### src/rtl/led_walk_ctrl_pkg.sv
// Shared encodings for the LED walk sequencer: pattern modes, FSM states and default bar width.
package led_walk_ctrl_pkg;

  localparam int unsigned DEFAULT_WIDTH = 8;

  typedef enum logic [1:0] {
    ModeBounce = 2'd0,
    ModeRotate = 2'd1,
    ModeFill   = 2'd2,
    ModeRotAlt = 2'd3
  } mode_e;

  typedef enum logic [1:0] {
    StIdle = 2'd0,
    StRun  = 2'd1,
    StDone = 2'd2
  } state_e;

endpackage

### src/rtl/led_step_timer.sv
// Step prescaler: latches the period on load, then strobes step_o once every div+1 enabled cycles.
module led_step_timer #(
  parameter int unsigned DIV_W = 16
) (
  input  logic             clk_i,
  input  logic             rst_ni,
  input  logic             load_i,
  input  logic             en_i,
  input  logic [DIV_W-1:0] div_i,
  output logic             step_o
);

  logic [DIV_W-1:0] reload_q, reload_d;
  logic [DIV_W-1:0] cnt_q, cnt_d;

  always_comb begin
    reload_d = reload_q;
    cnt_d    = cnt_q;
    step_o   = 1'b0;
    if (load_i) begin
      reload_d = div_i;
      cnt_d    = div_i;
    end else if (en_i) begin
      if (cnt_q == '0) begin
        step_o = 1'b1;
        cnt_d  = reload_q;
      end else begin
        cnt_d = cnt_q - 1'b1;
      end
    end
  end

  always_ff @(posedge clk_i or negedge rst_ni) begin
    if (!rst_ni) begin
      reload_q <= '0;
      cnt_q    <= '0;
    end else begin
      reload_q <= reload_d;
      cnt_q    <= cnt_d;
    end
  end

endmodule

### src/rtl/led_walk_ctrl.sv
// LED bar sequencer: walks a bounce/rotate/fill pattern at a programmed rate for a number of
// passes or until stopped; all outputs registered.
module led_walk_ctrl
  import led_walk_ctrl_pkg::*;
#(
  parameter int unsigned WIDTH  = DEFAULT_WIDTH,
  parameter int unsigned DIV_W  = 16,
  parameter int unsigned PASS_W = 4
) (
  input  logic              i_clk,
  input  logic              i_reset_n,
  input  logic              i_start,
  input  logic              i_stop,
  input  logic [1:0]        i_mode,
  input  logic [DIV_W-1:0]  i_div,
  input  logic [PASS_W-1:0] i_passes,
  output logic [WIDTH-1:0]  o_led,
  output logic              o_busy,
  output logic              o_done
);

  localparam int unsigned PosW = $clog2(WIDTH);
  localparam logic [PosW-1:0] PosMax = PosW'(WIDTH - 1);

  state_e            state_q, state_d;
  mode_e             mode_q, mode_d;
  logic [PosW-1:0]   pos_q, pos_d, pos_step;
  logic              dir_q, dir_d, dir_step;
  logic [PASS_W-1:0] passes_q, passes_d;
  logic [PASS_W-1:0] left_q, left_d;
  logic [WIDTH-1:0]  led_q, led_d;
  logic              busy_q, busy_d;
  logic              done_q, done_d;
  logic              load, step;

  assign load = (state_q == StIdle) && i_start;

  led_step_timer #(
    .DIV_W (DIV_W)
  ) u_step_timer (
    .clk_i  (i_clk),
    .rst_ni (i_reset_n),
    .load_i (load),
    .en_i   (state_q == StRun),
    .div_i  (i_div),
    .step_o (step)
  );

  // Position after one step; a step that lands on 0 marks the end of a pass.
  always_comb begin
    pos_step = pos_q + 1'b1;
    dir_step = dir_q;
    if (mode_q == ModeBounce) begin
      if (dir_q || (pos_q == PosMax)) begin
        pos_step = pos_q - 1'b1;
        dir_step = 1'b1;
      end
      if (pos_step == '0) dir_step = 1'b0;
    end else if (pos_q == PosMax) begin
      pos_step = '0;
    end
  end

  always_comb begin
    state_d  = state_q;
    mode_d   = mode_q;
    pos_d    = pos_q;
    dir_d    = dir_q;
    passes_d = passes_q;
    left_d   = left_q;
    led_d    = '0;
    busy_d   = 1'b0;
    done_d   = 1'b0;

    unique case (state_q)
      StIdle: begin
        if (i_start) begin
          mode_d   = mode_e'(i_mode);
          passes_d = i_passes;
          left_d   = i_passes;
          pos_d    = '0;
          dir_d    = 1'b0;
          state_d  = StRun;
        end
      end
      StRun: begin
        if (i_stop) begin
          state_d = StDone;
        end else if (step) begin
          pos_d = pos_step;
          dir_d = dir_step;
          if ((pos_step == '0) && (passes_q != '0)) begin
            left_d = left_q - 1'b1;
            if (left_q == PASS_W'(1)) state_d = StDone;
          end
        end
      end
      StDone:  state_d = StIdle;
      default: state_d = StIdle;
    endcase

    // Outputs are decoded from next state so they line up with the registered state.
    if (state_d == StRun) begin
      busy_d = 1'b1;
      for (int i = 0; i < int'(WIDTH); i++) begin
        if (mode_d == ModeFill) led_d[i] = (i <= int'(pos_d));
        else                    led_d[i] = (i == int'(pos_d));
      end
    end
    done_d = (state_d == StDone);
  end

  always_ff @(posedge i_clk or negedge i_reset_n) begin
    if (!i_reset_n) begin
      state_q  <= StIdle;
      mode_q   <= ModeBounce;
      pos_q    <= '0;
      dir_q    <= 1'b0;
      passes_q <= '0;
      left_q   <= '0;
      led_q    <= '0;
      busy_q   <= 1'b0;
      done_q   <= 1'b0;
    end else begin
      state_q  <= state_d;
      mode_q   <= mode_d;
      pos_q    <= pos_d;
      dir_q    <= dir_d;
      passes_q <= passes_d;
      left_q   <= left_d;
      led_q    <= led_d;
      busy_q   <= busy_d;
      done_q   <= done_d;
    end
  end

  assign o_led  = led_q;
  assign o_busy = busy_q;
  assign o_done = done_q;

endmodule

### config.mk
export PLATFORM = sky130hd
export DESIGN_NAME = led_walk_ctrl
export DESIGN_NICKNAME = d
export VERILOG_FILES = /design/src/rtl/led_walk_ctrl_pkg.sv /design/src/rtl/led_step_timer.sv /design/src/rtl/led_walk_ctrl.sv
export SDC_FILE = /design/constraint.sdc
export NUM_CORES = 1
export LEC_CHECK = 0
export ABC_AREA = 1
export CORE_ASPECT_RATIO = 1.25
export CORE_MARGIN = 3
export CORE_UTILIZATION = 45
export DETAILED_ROUTE_END_ITERATION = 10
export PLACE_DENSITY = 0.65
export SLEW_MARGIN = 10
export SYNTH_ARGS = -nofsm -noshare
export SYNTH_HDL_FRONTEND = slang
export SYNTH_SLANG_ARGS = --single-unit
### constraint.sdc
create_clock -name i_clk -period 1.8 [get_ports i_clk]
set_input_delay 0.45 -clock i_clk [delete_from_list [all_inputs] [get_ports i_clk]]
set_output_delay 0.45 -clock i_clk [all_outputs]
set_load 0.01 [all_outputs]
Word level (Yosys, flattened, before mapping)
Cells that the tools add are included.
- bits in registers: 58
- logic and storage cells: 100
- output and inout bits: 10
- input port bits: 26
- muxes and demuxes: 44
- equality and inequality tests: 19
- reduce and logical (&&, ||, !) cells: 15
- order comparisons: 7
- add/subtract/negate cells: 4
- operators with widths (cell ; number):
    $mux 16 ; 3
    $mux 3 ; 7
    $mux 1 ; 18
    $logic_not 16->1 ; 1
    $mux 4 ; 4
    $sub 16x1->16 const B ; 1
    $mux 2 ; 7
    $eq 3x3->1 const A ; 4
    $le 3x3->1 const A ; 4
    $ne 2x2->1 const B ; 5
    $logic_not 3->1 ; 3
    $mux 8 ; 1
    $pmux 4 s2 ; 1
    $eq 2x3->1 const A ; 2
    $le 2x3->1 const A ; 2
    $pmux 3 s2 ; 1
    $reduce_and 6->1 ; 1
    $reduce_and 5->1 ; 1
    $eq 2x1->1 const B ; 2
    $eq 2x2->1 const B ; 2
    $eq 4x1->1 const B ; 1
    $logic_not 2->1 ; 2
    $pmux 2 s2 ; 1
    $reduce_bool 2->1 ; 2
    12 further kinds ; 13

Logic depth before layout (Yosys ltp)
- word-level depth: 13
- mapped depth: 14
- mapped depth without buffers: 14

By module
A second synthesis with hierarchy kept.
- cell total of the unflattened synthesis: 471
- area, all modules: 3450.8 µm²
- by module, submodules not included (module ; area an instance (µm²) ; instances ; sequential area each (µm²) ; cells each):
    led_step_timer ; 2028.2 ; 1 ; 800.8 ; 294
    led_walk_ctrl ; 1422.6 ; 1 ; 650.6 ; 177

Worst setup path after synthesis
OpenSTA, ideal clock, no wires.
- path kind: register -> register
- start: reg pos_q[1]
- end: reg led_q[0] (netlist: o_led[0])
- buffers on the path: 0
- stages on the path, launching flop included: 13
- slack: 0.025 ns
- library setup time: 0.134 ns
- period minus slack after synthesis: 1.775 ns
- required time: 1.666 ns
- data arrival time: 1.641 ns
- cells stage by stage: dfrtp_1 ha_1 ha_1 nor2_2 inv_1 nand2_1 nand3_1 nand2_1 nand2_1 o21ai_1 nand2_1 nand2_1 a21oi_1
- longest elaborated chain between the ends: 13
- elaborated cells on any way between the ends: 22
- those cells by class: add/sub: 2; eq/ne: 2; mux: 14; reduce/logical: 4
- RTL lines (what ; line ; text):
    start: declaration ; led_walk_ctrl.sv:27 ; logic [PosW-1:0] pos_q, pos_d, pos_step;
    start signal: assignment ; led_walk_ctrl.sv:127 ; pos_q <= pos_d;
    branches (longest 12 deep; another with $add 3x1->3) ; n/a ;
    $mux 8 * ; led_walk_ctrl.sv:103 ; if (state_d == StRun) begin
    net led_d[0] ; led_walk_ctrl.sv:31 ; logic [WIDTH-1:0] led_q, led_d;
    end signal: assignment ; led_walk_ctrl.sv:131 ; led_q <= led_d;
    end: declaration ; led_walk_ctrl.sv:31 ;
Mark *: on every way through the listed nets, which the timed path passes. The select of a mux whose other input is x is not followed.
A chain may end at the register's enable or synchronous reset.

Worst setup path in the final report
- start: reg pos_q[0]
- end: reg led_q[4] (netlist: o_led[4])
- longest elaborated chain between the ends: 13
- elaborated cells on any way between the ends: 23
- those cells by class: add/sub: 2; order compare: 1; eq/ne: 3; mux: 14; reduce/logical: 3
- RTL lines (what ; line):
    branches (longest 12 deep; another with $add 3x1->3) ; n/a
    $mux 8 * ; led_walk_ctrl.sv:103
    net led_d[4] ; led_walk_ctrl.sv:31
Marks and branches as above.

==> summary.txt <==
Clock tree
  • Total CTS buffers: 9
  • Worst skew pair latency: roughly 0.34 ns
  • Hold Buf Count CTS: 0
  • CTS max path bufs: 2
  • Max H-tree Level: 3
  • Post-CTS setup buffer count: 0
  • Worst-path clk slew: approximately 0.070 ns
  • CTS root buf: clkbuf_8
  • TritonCTS Sinks: 58
  • CTS tree: done

Pwr
  • Worst vdd ir: around 0.00074 V
  • Sw frac: about two fifths
  • Internal power: around 3.6 mW
  • Leakage power figure: 1.97 nW
  • Pwr dens: 1420 nW/um2
  • Share of power burned in registers: approximately 37%
  • Comb pwr share: 43.4%
  • Clock share of power: roughly 20%
  • Psw: 2.26 mW

Critical path
  • Worst setup SP type: flop
  • Worst R2R Start: pos_q[0]$_DFF_PN0_
  • Crit path capture: o_led[4]$_DFF_PN0_
  • Crit path DAT: about 2.0 ns
  • R2R Path End: o_led[4]$_DFF_PN0_
  • Worst-path maximum fanout: 4
  • Crit Path Class: reg2reg
  • Setup slack, reg-to-reg: 0.02 ns
  • CP Data Required Time: between 2 and 2.5 ns
  • Worst Setup SP: pos_q[0]$_DFF_PN0_
  • Worst r2r path cells: 12
  • Endpoint type of the worst setup path: flop

Layout
  • Final nets: about 500
  • Multi-input logic area: approximately 1500 um2
  • Final cell area excluding filler cells: 4110 um2
  • Ant diodes: 0
  • Fill cells: 588
  • Area growth, synth to finish: 32.8%
  • Reg area: 1450 um2
  • Final Util: between 60% and 70%
  • Final std cells w/o fill: between 500 and 600
  • Share of layout cells above drive strength 1: a little under a quarter

GRT
  • Total grt overflow: 0
  • Total GRT Usage: about a fifth
  • First-pass GRT wire length: roughly 12000 um
  • Vias in the first global route: between 2000 and 3000
  • Largest net degree at the start of global routing: 59
  • Initial antenna violation count: 0

Synth
  • Post-synth EDFFs: 0
  • Cells after synthesis: between 300 and 400
  • Netlist cell types: 31
  • #FFs+latches synth: 58
  • Yosys warnings: 0
  • Register area share after synthesis: 46.9%
  • Ys async rst share: 100%
  • Synth Cell Area: between 3000 and 4000 um2
  • Top_reg_cell synth: dfrtp_1
  • Syn_area_per_cell: roughly 8.0 um2
  • Synthesized Nets: approximately 420

Die
  • IO Pins: 36
  • Overall die width: around 80 um
  • Core area: approximately 6600 um2
  • Area of the die: approximately 7900 um2
  • Starting density of the core: 46.9%
  • Cell Rows: 33
  • Die H: between 90 and 100 um

Min path
  • Hold/Removal Path Class: in2async

STA
  • Final hold viol count: 0
  • Worst Skew: 0.00793 ns
  • Worst Slack Setup Final: between 0.015 and 0.02 ns
  • F_max: 562 MHz
  • Unrepaired setup endpoints after global routing: true
  • Setup violators final: 0
  • Worst slew margin: about 79%
  • Final period util: 98.9%
  • Fin. max-slew vios: 0
  • Actual slew at the worst max-slew pin: between 0.3 and 0.4 ns
  • Tmin final: ~1.8 ns
  • WHS: 0.0876 ns

Detailed routing
  • Via density: approximately 5
  • WL final: roughly 7300 um
  • Routed via count: about 2800
  • Avg WL per Cell: 13.1 um
  • Iter 0 DRT Violations: between 100 and 150
  • Antenna-violating nets left: 0
  • DR pass1 iterations: 5
  • Remaining DRCs: 0

Placement
  • Inst Count DP: 540
  • GP Congestion: 0.873
  • Placed Area: 3850 um2
  • IO buf count: 35
  • DP HPWL: between 5000 and 6000 um
  • Dpl ws: -0.141 ns

Run status
  • Status: finished, final reports clean

Job
  • Max-cap viol count: 0
per-stage QoR:
stage	power [mW]	setup TNS [ns]
floorplan	3.66	0
finish	5.82	0
CTS	5.82	-0.00881
global route	6.29	-0.815
detailed placement	4.61	-2.00
global placement	4.54	-1.36
flip-flops by register name, summed over array words and instances, names as in the netlist:
signal / count
left_q: 4
o_busy: 1
u_step_timer.reload_q: 16
u_step_timer.cnt_q: 16
state_q: 2
mode_q: 2
o_done: 1
pos_q: 3
dir_q: 1
o_led: 8
passes_q: 4
layout by cell type, fill, tap and decap left out, types with 9 or more instances in the layout:
master           instances
nand2_2                 15
inv_1                   32
clkdlybuf4s50_1         34
nor2_1                  42
buf_4                   35
nand3_1                 10
nand2_1                106
inv_2                    9
clkbuf_8                 9
xor2_1                   9
dfrtp_1                 58
o21ai_0                 31
a31oi_1                 15
cells by family after synthesis:
logic type                 count (synthesis)  share of synthesized area, %
AOI/OAI and AO/OA                         62                          11.1
DFF                                       58                          46.9
xor gates and xnor gates                  11                          3.11
adders and majority gates                  7                          2.83
buffers and inverters                     51                          6.59
and+or+nand+nor                          199                          29.5
power by group through the flow:
stage               Clock, mW  Combinational (mW)  Sequential, mW
floorplan                   0                1.55            2.10
global placement            0                2.42            2.13
detailed placement          0                2.47            2.14
CTS                      1.19                2.50            2.12
global route             1.24                2.88            2.18
finish                   1.17                2.53            2.12
repair_timing:
item,CTS,global route
setup endpoints to repair,16,26
pin swaps,9,9
resized for setup,10,14
how the worst min path moves through the flow:
stage                                          startpoint                                     to  slack (ns)
detailed placement  u_step_timer.reload_q[11]$_DFFE_PN0P_  u_step_timer.reload_q[11]$_DFFE_PN0P_        0.46
global route                                    i_reset_n  u_step_timer.reload_q[14]$_DFFE_PN0P_        0.13
floorplan                                       i_reset_n                      dir_q$_DFFE_PN0P_        0.15
CTS                                             i_reset_n   u_step_timer.reload_q[8]$_DFFE_PN0P_        0.11
global placement     u_step_timer.reload_q[6]$_DFFE_PN0P_   u_step_timer.reload_q[6]$_DFFE_PN0P_        0.46
finish                                          i_reset_n   u_step_timer.reload_q[8]$_DFFE_PN0P_        0.09
per-layer routing:
| metal | track usage [%] | part of all wire [%] | vias to the layer above |
|---|---|---|---|
| li1 | - | - | 1397 |
| met1 | 23.2 | 42 | 1313 |
| met2 | 35.3 | 52 | 57 |
| met3 | 2.93 | 3.5 | 14 |
| met4 | 11.1 | 2.6 | 0 |
| met5 | 0 | 0 | - |
final cells by class:
class	instances	area share [%]
clock buffers	10	3.10
inverters	42	3.86
well taps	87	2.65
repair buffers	74	16.7
clock inverters	6	1.40
multi-input cells	279	37.0
flip-flops and latches	58	35.3
synthesized netlist by cell type, drive strengths merged, types with 2 or more instances:
library cell / instances / area (um2)
nand2: 125 / 512
dfrtp: 58 / 1450
nor2: 52 / 243
inv: 41 / 154
o21ai: 38 / 190
nand3: 16 / 105
a31oi: 15 / 93.8
xor2: 9 / 78.8
buf: 7 / 37.5
ha: 7 / 87.6
a21oi: 5 / 28.8
nand4: 3 / 33.8
clkbuf: 2 / 7.51
o211ai: 2 / 15.0
xnor2: 2 / 17.5
worst max-delay path: stages (launching register included):
cell and delay [ns]:
dfrtp_1 0.40, ha_2 0.19, ha_4 0.17, nor2_4 0.10, nor2_1 0.07, nand2_1 0.06
nand2_1 0.06, nor2_1 0.10, nand2_1 0.08, o21ai_2 0.16, nand2_2 0.11, nand4_1 0.11
nor2_1 0.06
No activity file was read; power rests on OpenSTA's default activity.
==> RTL change, RTL diff (same settings) <==
The output `o_led` loses its register stage (`led_q` becomes a continuous assignment).
--- a/src/rtl/led_walk_ctrl.sv
+++ b/src/rtl/led_walk_ctrl.sv
@@ -119,5 +119,4 @@
       passes_q <= '0;
       left_q   <= '0;
-      led_q    <= '0;
       busy_q   <= 1'b0;
       done_q   <= 1'b0;
@@ -129,9 +128,10 @@
       passes_q <= passes_d;
       left_q   <= left_d;
-      led_q    <= led_d;
       busy_q   <= busy_d;
       done_q   <= done_d;
     end
   end
+
+  assign led_q = led_d;
 
   assign o_led  = led_q;
Check against the original RTL: not equivalent (a bounded check fails within 4 cycles, from zero or initial values and one cycle with i_reset_n low).
==> RTL change against the original RTL <==
  * The flow now finishes with violations (negative setup slack)
  * Wire length is 6.0% higher
  * Area after synthesis is 4.7% lower
  * Final area is 3.0% higher
  * Critical path depth is 3 higher
  * Combinational power is 21% higher
  * Hold slack better by 0.029 ns
  * Setup slack worse by 0.97 ns
  * Clock power is 19% lower
  * Sequential power is 12% lower
  * Maximum frequency is 35% lower
  * Total power is 0.97% higher
  * Utilization is 5.6 points higher
  * Largest power group unchanged
  * Sequential cell count is 8 lower
==> RTL change: results (changes against the original RTL) <==
ys_top_cells_by_area: "dfrtp_1, nand2_1, nor2_1"  # was dfrtp_1, nand2_1, o21ai_0
rr_endpoint: "dir_q"  # was o_led[4]
final_nets: 530  # was 497
grt_pass1_vias: 2834  # was 2,828
met1_length_um: 3100  # was 3030 um
place_congestion: 0.879  # was 0.873
p_per_area_nw_per_um2: 1390  # was 1420 nW/um^2
first_pass_iters: 6  # was 5
syn_area_per_cell_um2: 7.70  # was 7.98 um^2
worst_slack_ns: -0.947  # was 0.0197 ns
dr_wl_met3_um: 186  # was 256 um
tns_ns: -8.98  # was 0 ns
yosys.cell_types.count: 35  # was 31
setup_violations: 15  # was 0
placedCellCount: 556  # was 540
htree_levels: 2  # was 3
cts_buffers: 5  # was 9
place_hpwl_um: 5500  # was 5200 um
fill_cells: 541  # was 588
clock_skew_ns: 0.00662  # was 0.00793 ns
crit_path_end: "o_led[4]"  # unchanged
cts_resized: 51  # was 10
netlist.area_leader.share_pct: 42.4  # was 46.9%
num_vias: 2891  # was 2,781
violations: "negative setup slack"
reg2reg_slack_ns: -0.91  # was 0.02 ns
path_clk_slew_ns: 0.10  # was 0.07 ns
instances_no_fill: 583  # was 556
status: "finished with violations"  # was finished clean
ir_worst_vdd_uv: 733  # was 744 uV
drt_iter0_markers: 135  # was 124
post-cts-setup-buffer-count: 17  # was 0
synth_fp_nets: 416  # was 421
RTL change: final cells by class:
cell class              count  area share, %
multi-input cells         284           38.7
flip-flops and latches     50           29.5
repair buffers            117           22.4
inverters                  39           3.66
well taps                  85           2.51
clock buffers               5           1.62
clock inverters             3           1.62
RTL change: cell families (layout without fill, tap and decap cells):
group	after synthesis	count (layout)	share of synthesized area (%)
simple gates	202	202	30.9
compound gates	64	64	13.2
flops	50	50	42.4
buf+inv	49	164	7.29
xor+xnor	11	11	3.27
fa+ha+maj	7	7	2.97
RTL change: routing by layer:
metal | vias to the layer above | GRT usage (%)
met4 | 0 | 7.58
met3 | 17 | 3.15
met2 | 50 | 41.1
li1 | 1467 | -
met1 | 1357 | 22.6
met5 | - | 0
RTL change: power breakdown:
part / internal (W) / leakage [nW] / switching [W] / total [W]
combinational: 0.00142 / 1.39 / 0.00165 / 0.00307
sequential: 0.00162 / 0.603 / 0.000246 / 0.00187
clock: 0.000557 / 0.0683 / 0.000389 / 0.000946
